## src/rtl/sparse_chunk_encoder.sv

```systemverilog
// +------------------------------------------------------------------------+
// | sparse_chunk_encoder: dense beats -> sparsemap + compacted nonzero     |
// | bytes, 2-stage stall-propagating pipeline with per-chunk beat counting.|
// | Optional: SPARSE_ENC_NZCOUNT_EN enables the per-chunk nonzero count.   |
// | Revision: 1.0                                                          |
// +------------------------------------------------------------------------+
`default_nettype none

module sparse_chunk_encoder #(
  parameter int MEM_SIZE = 128,
  parameter int BUS_SIZE = 8,
  localparam int NZ_W = $clog2(MEM_SIZE) + 1
) (
  input  logic                  clk_i,
  input  logic                  rst_i,
  input  logic [BUS_SIZE*8-1:0] dense_data_i,
  input  logic                  dense_valid_i,
  input  logic                  dense_last_i,
  output logic                  dense_ready_o,
  output logic [BUS_SIZE-1:0]   sparsemap_o,
  output logic [BUS_SIZE*8-1:0] nonzero_data_o,
  output logic                  wr_valid_o,
  input  logic                  wr_ready_i,
  output logic                  chunk_end_o,
  output logic [NZ_W-1:0]       nz_count_o
);

  localparam int BEATS = MEM_SIZE / BUS_SIZE;
  localparam int CNT_W = $clog2(BEATS);
  localparam int SEL_W = $clog2(BUS_SIZE);
  localparam int W     = BUS_SIZE * 8;
  localparam logic [CNT_W-1:0] LAST_BEAT = CNT_W'(BEATS - 1);

  logic                s1_valid_q, s2_valid_q;
  logic [W-1:0]        s1_data_q, s2_data_q;
  logic [BUS_SIZE-1:0] s1_map_q, s2_map_q;
  logic                s1_end_q, s2_end_q;
  logic [CNT_W-1:0]    cnt_q, cnt_d;
  logic [BUS_SIZE-1:0] in_map;
  logic                in_end, s1_load, s2_load;
  logic [W-1:0]        compact;
  logic [SEL_W-1:0]    slot;

  for (genvar gi = 0; gi < BUS_SIZE; gi++) begin : g_map
    assign in_map[gi] = |dense_data_i[gi*8 +: 8];
  end

  // Ready looks through a full pipe when the output is being drained this cycle.
  assign dense_ready_o = !s1_valid_q || !s2_valid_q || wr_ready_i;
  assign s1_load       = dense_valid_i && dense_ready_o;
  assign s2_load       = s1_valid_q && (!s2_valid_q || wr_ready_i);
  assign in_end        = (cnt_q == LAST_BEAT) || dense_last_i;
  assign cnt_d         = in_end ? '0 : cnt_q + 1'b1;

  // Each nonzero byte goes to the next free output slot in ascending order.
  always_comb begin
    compact = '0;
    slot    = '0;
    for (int i = 0; i < BUS_SIZE; i++) begin
      if (s1_map_q[i]) begin
        compact[{slot, 3'b000} +: 8] = s1_data_q[i*8 +: 8];
        slot = slot + 1'b1;
      end
    end
  end

  always_ff @(posedge clk_i or posedge rst_i) begin
    if (rst_i) begin
      s1_valid_q <= 1'b0;
      s1_data_q  <= '0;
      s1_map_q   <= '0;
      s1_end_q   <= 1'b0;
      cnt_q      <= '0;
    end else begin
      if (s1_load) begin
        s1_valid_q <= 1'b1;
        s1_data_q  <= dense_data_i;
        s1_map_q   <= in_map;
        s1_end_q   <= in_end;
        cnt_q      <= cnt_d;
      end else if (s2_load) begin
        s1_valid_q <= 1'b0;
      end
    end
  end

  always_ff @(posedge clk_i or posedge rst_i) begin
    if (rst_i) begin
      s2_valid_q <= 1'b0;
      s2_data_q  <= '0;
      s2_map_q   <= '0;
      s2_end_q   <= 1'b0;
    end else begin
      if (s2_load) begin
        s2_valid_q <= 1'b1;
        s2_data_q  <= compact;
        s2_map_q   <= s1_map_q;
        s2_end_q   <= s1_end_q;
      end else if (wr_ready_i) begin
        s2_valid_q <= 1'b0;
      end
    end
  end

  assign wr_valid_o     = s2_valid_q;
  assign sparsemap_o    = s2_map_q;
  assign nonzero_data_o = s2_data_q;
  assign chunk_end_o    = s2_end_q;

`ifdef SPARSE_ENC_NZCOUNT_EN
  logic [NZ_W-1:0] acc_q, nz_q, popcnt, total;

  always_comb begin
    popcnt = '0;
    for (int i = 0; i < BUS_SIZE; i++) begin
      popcnt = popcnt + NZ_W'(s1_map_q[i]);
    end
  end

  assign total = acc_q + popcnt;

  // The chunk total rides with the chunk-end beat; every other beat reports 0.
  always_ff @(posedge clk_i or posedge rst_i) begin
    if (rst_i) begin
      acc_q <= '0;
      nz_q  <= '0;
    end else if (s2_load) begin
      if (s1_end_q) begin
        nz_q  <= total;
        acc_q <= '0;
      end else begin
        nz_q  <= '0;
        acc_q <= total;
      end
    end
  end

  assign nz_count_o = nz_q;
`else
  assign nz_count_o = '0;
`endif

endmodule

`default_nettype wire

```

## config.mk

```make
export PLATFORM = sky130hd
export DESIGN_NAME = sparse_chunk_encoder
export DESIGN_NICKNAME = d
export VERILOG_FILES = /design/src/rtl/sparse_chunk_encoder.sv
export SDC_FILE = /design/constraint.sdc
export NUM_CORES = 1
export LEC_CHECK = 0
export BUFFER_PORTS_ARGS = -buffer_cell sky130_fd_sc_hd__buf_2
export CAP_MARGIN = 20
export CORE_MARGIN = 2
export CORE_UTILIZATION = 34
export CTS_BUF_LIST = sky130_fd_sc_hd__clkbuf_8
export DETAILED_ROUTE_END_ITERATION = 16
export SYNTH_ARGS = -nofsm -noshare
export SYNTH_HDL_FRONTEND = slang
export SYNTH_SLANG_ARGS = --single-unit
```

## constraint.sdc

```tcl
create_clock -name clk_i -period 16.9 [get_ports clk_i]
set_input_delay 3.38 -clock clk_i [delete_from_list [all_inputs] [get_ports clk_i]]
set_output_delay 3.38 -clock clk_i [all_outputs]
set_load 0.02 [all_outputs]
```

* Word-level counts from Yosys, hierarchy flattened
Cells that the tools add are included.
** Cells by class
- Add/subtract/negate cells :: 14
- Multiply operators :: 0
- Divide/modulo/power cells :: 0
- $lt $le $gt $ge :: 0
- Eq/ne operators :: 1
- Shifts and indexed selects :: 14
- Multiplexer cells :: 27
- Bitwise operators :: 0
- Reduce and logical (&&, ||, !) cells :: 18
** Operators with widths (number)
- $bwmux 64 :: 7
- $mux 64 :: 7
- $shift 8x8->64 const A :: 7
- $shiftx 8x8->64 :: 7
- $reduce_or 8->1 :: 8
- $neg 6->8 :: 7
- $add 3x1->3 const B :: 6
- $mux 3 :: 6
- $mux 8 :: 1
- $mux 1 :: 5
- $add 4x1->4 const B :: 1
- $eq 4x4->1 const B :: 1
- $logic_or 1x1->1 :: 4
- $mux 4 :: 1
- $reduce_bool 2->1 :: 2
- $logic_and 1x1->1 :: 2
- $logic_not 1->1 :: 2
** Word-level totals
- Register bits after elaboration :: 152
- Latch bits :: 0
- RAM bits :: 0
- ROM bits :: 0
- Input port bits :: 69
- Output and inout bits :: 83
- Memories kept :: 0

* Depth between registers and ports, before layout
- Depth in word-level cells :: 17
- Depth in mapped cells :: 30

* Worst setup path after synthesis
OpenSTA, ideal clock, no wires.
- Path type :: input port to output port
- Start :: input wr_ready_i
- End :: output dense_ready_o
- Arrival :: 3.673 ns
- Slack :: 9.847 ns
- Cell stages on the path :: 1
- Buffers on the path :: 0
- Cell sequence :: nand3b_1
** Between the ends
- Cells in the longest elaborated chain, start to end :: 1
** RTL lines
- from (decl) :: line 23 : input logic wr_ready_i,
- $logic_or 1x1->1 :: line 49 : assign dense_ready_o = !s1_valid_q || !s2_valid_q || wr_ready_i;
- to (decl) :: line 19 : output logic dense_ready_o,
Every way passes these cells.

* Worst setup path in the final report
Ends and elaborated chain as after synthesis.

==> metrics.cfg <==
[die]
core_mm2=0.02940
initial_utilization_pct=34.34
die_h_um=176.3
dieArea_mm2=0.03109
die_w_um=176.3
pin_count=152
rows=63

[critical_path]
worst_path_max_delay_cell=nand3b_1
cp-endpoint=dense_ready_o
path_cells=buf_2, nand3b_1, buf_2
crit_top_cell=buf_2
crit_path_start_kind=primary input
cp_num_cells=3
rrSetupSlack_ns=10.05
crit_buf_inv=2
endpoint_kind=output pin
critical_path_class=primary input to output pin
crit_path_max_fanout=4
r2r_cells=24
worstReg2RegEnd=nonzero_data_o[16]$_DFFE_PP0P_
cp.arrival_ns=3.89
cpLargestDelayFamily=buffers and inverters
cp.required_ns=13.52
cpPeakStageDelay_ns=0.21
r2r-start=s1_map_q[0]$_DFFE_PP0P_
crit_start=wr_ready_i

[logic_synthesis]
yosysTopAreaCellShare_pct=37.68
netlist_instances=1280
synth.most_common_cell=nand2_1
synth_edf_count=0
ys_warn_count=0
yosys_register_bits=152
async_flop_share_pct=100.0
synthTopCellsByCount=333 x nand2_1, 152 x dfrtp_1, 99 x nor2_1, 81 x o211ai_1, 77 x clkbuf_1
yosysTopAreaCell=dfrtp_1
avgSynthCellArea_um2=7.887
synth_area_leaders=dfrtp_1 38%, nand2_1 12%, o211ai_1 6.0%
synthesis.area_mm2=0.01010
synth_seq_area_share_pct=37.68
synth.distinct_cells=73
ys.flop_type=dfrtp_1

[sta]
relSlewSlack_pct=26.19
tightest_slew_ns=1.103
maxSlewViolCount=0
setup_viol=0
period_share_pct=43.02
rsz0062_at_grt=false
max_freq_ghz=0.1376
setup_tns_ns=0
setup_ws_ns=9.630
fin_skew_ns=0.01845
finalCriticalPeriod_ns=7.270
finalHoldViolations=0

[final_layout]
antennaDiodeCount=0
final_nets=1432
design_area_mm2=0.01131
drive_above_1_share_pct=15.96
syn_to_final_growth_pct=12.01
stdcell_count=1743

[grt]
grt_start_max_net_pins=91
met3_usage_pct=3.898
grt_use_met2_pct=36.42
grt-busiest-layer=met2
grt_use_total_pct=23.50
use_met1_pct=33.92
antenna_found_initial=0
grt_pass1_wl_um=55810
grt_pass1_vias=9064
overflow=0

[routing]
first_iter_violations=1009
vias=9965
vias_per_cell=5.717
drc=0
dr.pass1.iters=8
final_antenna_net_count=0
drt_wl_total_um=36640
wl_per_cell_um=21.02

[clock_tree]
cts_setup_buffers=0
clockBufferDepth=2
cts_sinks=152
insertion_delay_ns=0.49
ctsHoldBuffers=0
h-tree-depth=4
clk_pin_slew_ns=0.10
cts_resized=0
cts_buffers=17
cts_tree=yes
cts_root_buf=clkbuf_8

[power_and_ir_drop]
powerDensity_mw_per_mm2=103.6
power.share.combinational_pct=31.1
leakage_uw=0.005136
power_switching_uw=490.6
intPower_uw=681.4
swShare_pct=41.86
p_seq_share_pct=43.9
power_uw=1172
vdd_drop_max_uv=43.08
pwr-share-clk_pct=25.0

[worst_hold_path]
hold_path_class=flip-flop to flip-flop
hp-start=s1_end_q$_DFFE_PP0P_

[place]
place_area_mm2=0.01092
dp_hpwl_um=26840
io_buffers=143
placed_cells=1711
place_ws_ns=9.635
place.gp.congestion=0.9487

[flow_run]
drv_cap=0

[run_status]
status=complete, no violations

-- flip-flops by register name, indices dropped and copies added (netlist names) --
name and cells:
s1_data_q 64, wr_valid_o 1, sparsemap_o 8, s1_valid_q 1, s1_map_q 8, nonzero_data_o 64
chunk_end_o 1, s1_end_q 1, cnt_q 4
-- cell usage in the layout (no fill, tap or decap), drive strengths merged, types with 9 or more instances in the layout --
cell / n
nand2b: 9
a211oi: 29
nand3: 32
a21o: 24
clkbuf: 17
nand2: 333
o21ai: 57
o211ai: 81
ha: 22
o31a: 9
nor3: 11
buf: 153
dfrtp: 152
o31ai: 12
and2: 12
a21oi: 34
a221oi: 18
a22oi: 16
a32oi: 14
nor4: 23
a31oi: 33
nor2: 100
inv: 37
-- area by class of cell --
class                           instances  area, um2
Sequential cell                       152       3804
Fill cell                            3074      18090
Inverter                               28      115.1
Clock buffer                           17      234.0
Clock inverter                         15      153.9
Multi-Input combinational cell        988       5723
Tap cell                              390      488.0
Timing Repair Buffer                  153      790.8
-- through the flow --
| step | utilization (%) | hold WS (ns) |
|---|---|---|
| 2_1_floorplan | - | 0.4394 |
| 3_3_place_gp | 37.14 | 0.4548 |
| 3_5_place_dp | 37.14 | 0.4621 |
| 4_1_cts | 38.46 | 0.4808 |
| 5_1_grt | 38.46 | 0.4969 |
| 6_report | 38.46 | 0.4776 |
-- power groups by stage --
stage	Clock [uW]	Sequential [uW]	Combinational (uW)
4_1_cts	299	512	363
2_1_floorplan	0	529	202
6_report	293	515	364
3_5_place_dp	0	519	361
3_3_place_gp	0	518	357
5_1_grt	315	521	399
-- per-layer routing --
layer	part of all wire (%)	vias to the layer above
li1	-	4716
met1	47	4738
met2	44	463
met3	6.9	48
met4	2.0	0
met5	0	-
-- worst min-delay path by stage --
stage               slack [ns]  cells past startpoint                             end
floorplan                 0.44                      2         chunk_end_o$_DFFE_PP0P_
global placement          0.45                      1  nonzero_data_o[29]$_DFFE_PP0P_
detailed placement        0.46                      2      sparsemap_o[4]$_DFFE_PP0P_
CTS                       0.48                      2         chunk_end_o$_DFFE_PP0P_
global route              0.50                      1  nonzero_data_o[27]$_DFFE_PP0P_
finish                    0.48                      2         chunk_end_o$_DFFE_PP0P_
-- logic make-up (layout without fill, tap and decap cells) --
logic type               Yosys count  count (layout)  share of synthesized area, %
AO/OA/AOI/OAI                    373             373                         26.38
XOR/XNOR                          11              11                         1.636
adder cells (fa/ha/maj)           23              23                         2.925
buffers and inverters            147             213                         5.973
flip-flops                       152             152                         37.68
multiplexers                       4               4                        0.4337
other                              1               8                       0.03714
AND/OR/NAND/NOR                  569             569                         24.94
-- worst reg2reg max path, stage by stage (launching register included) --
cell and delay, ns:
dfrtp_1 0.66, inv_1 0.16, ha_1 0.25, nor2b_1 0.33, or2_2 0.20, ha_1 0.31
nand2b_1 0.22, o31ai_1 0.15, inv_1 0.09, ha_1 0.40, mux2i_1 0.22, nor2_1 0.10
ha_1 0.41, nor2b_1 0.23, nor2_1 0.10, ha_1 0.39, a21oi_1 0.10, ha_1 0.25
ha_1 0.29, nand2_1 0.14, or3_1 0.35, nor4_1 0.38, o21ai_1 0.34, and2_0 0.43
a21o_1 0.24
(Power assumes the default switching activity.)
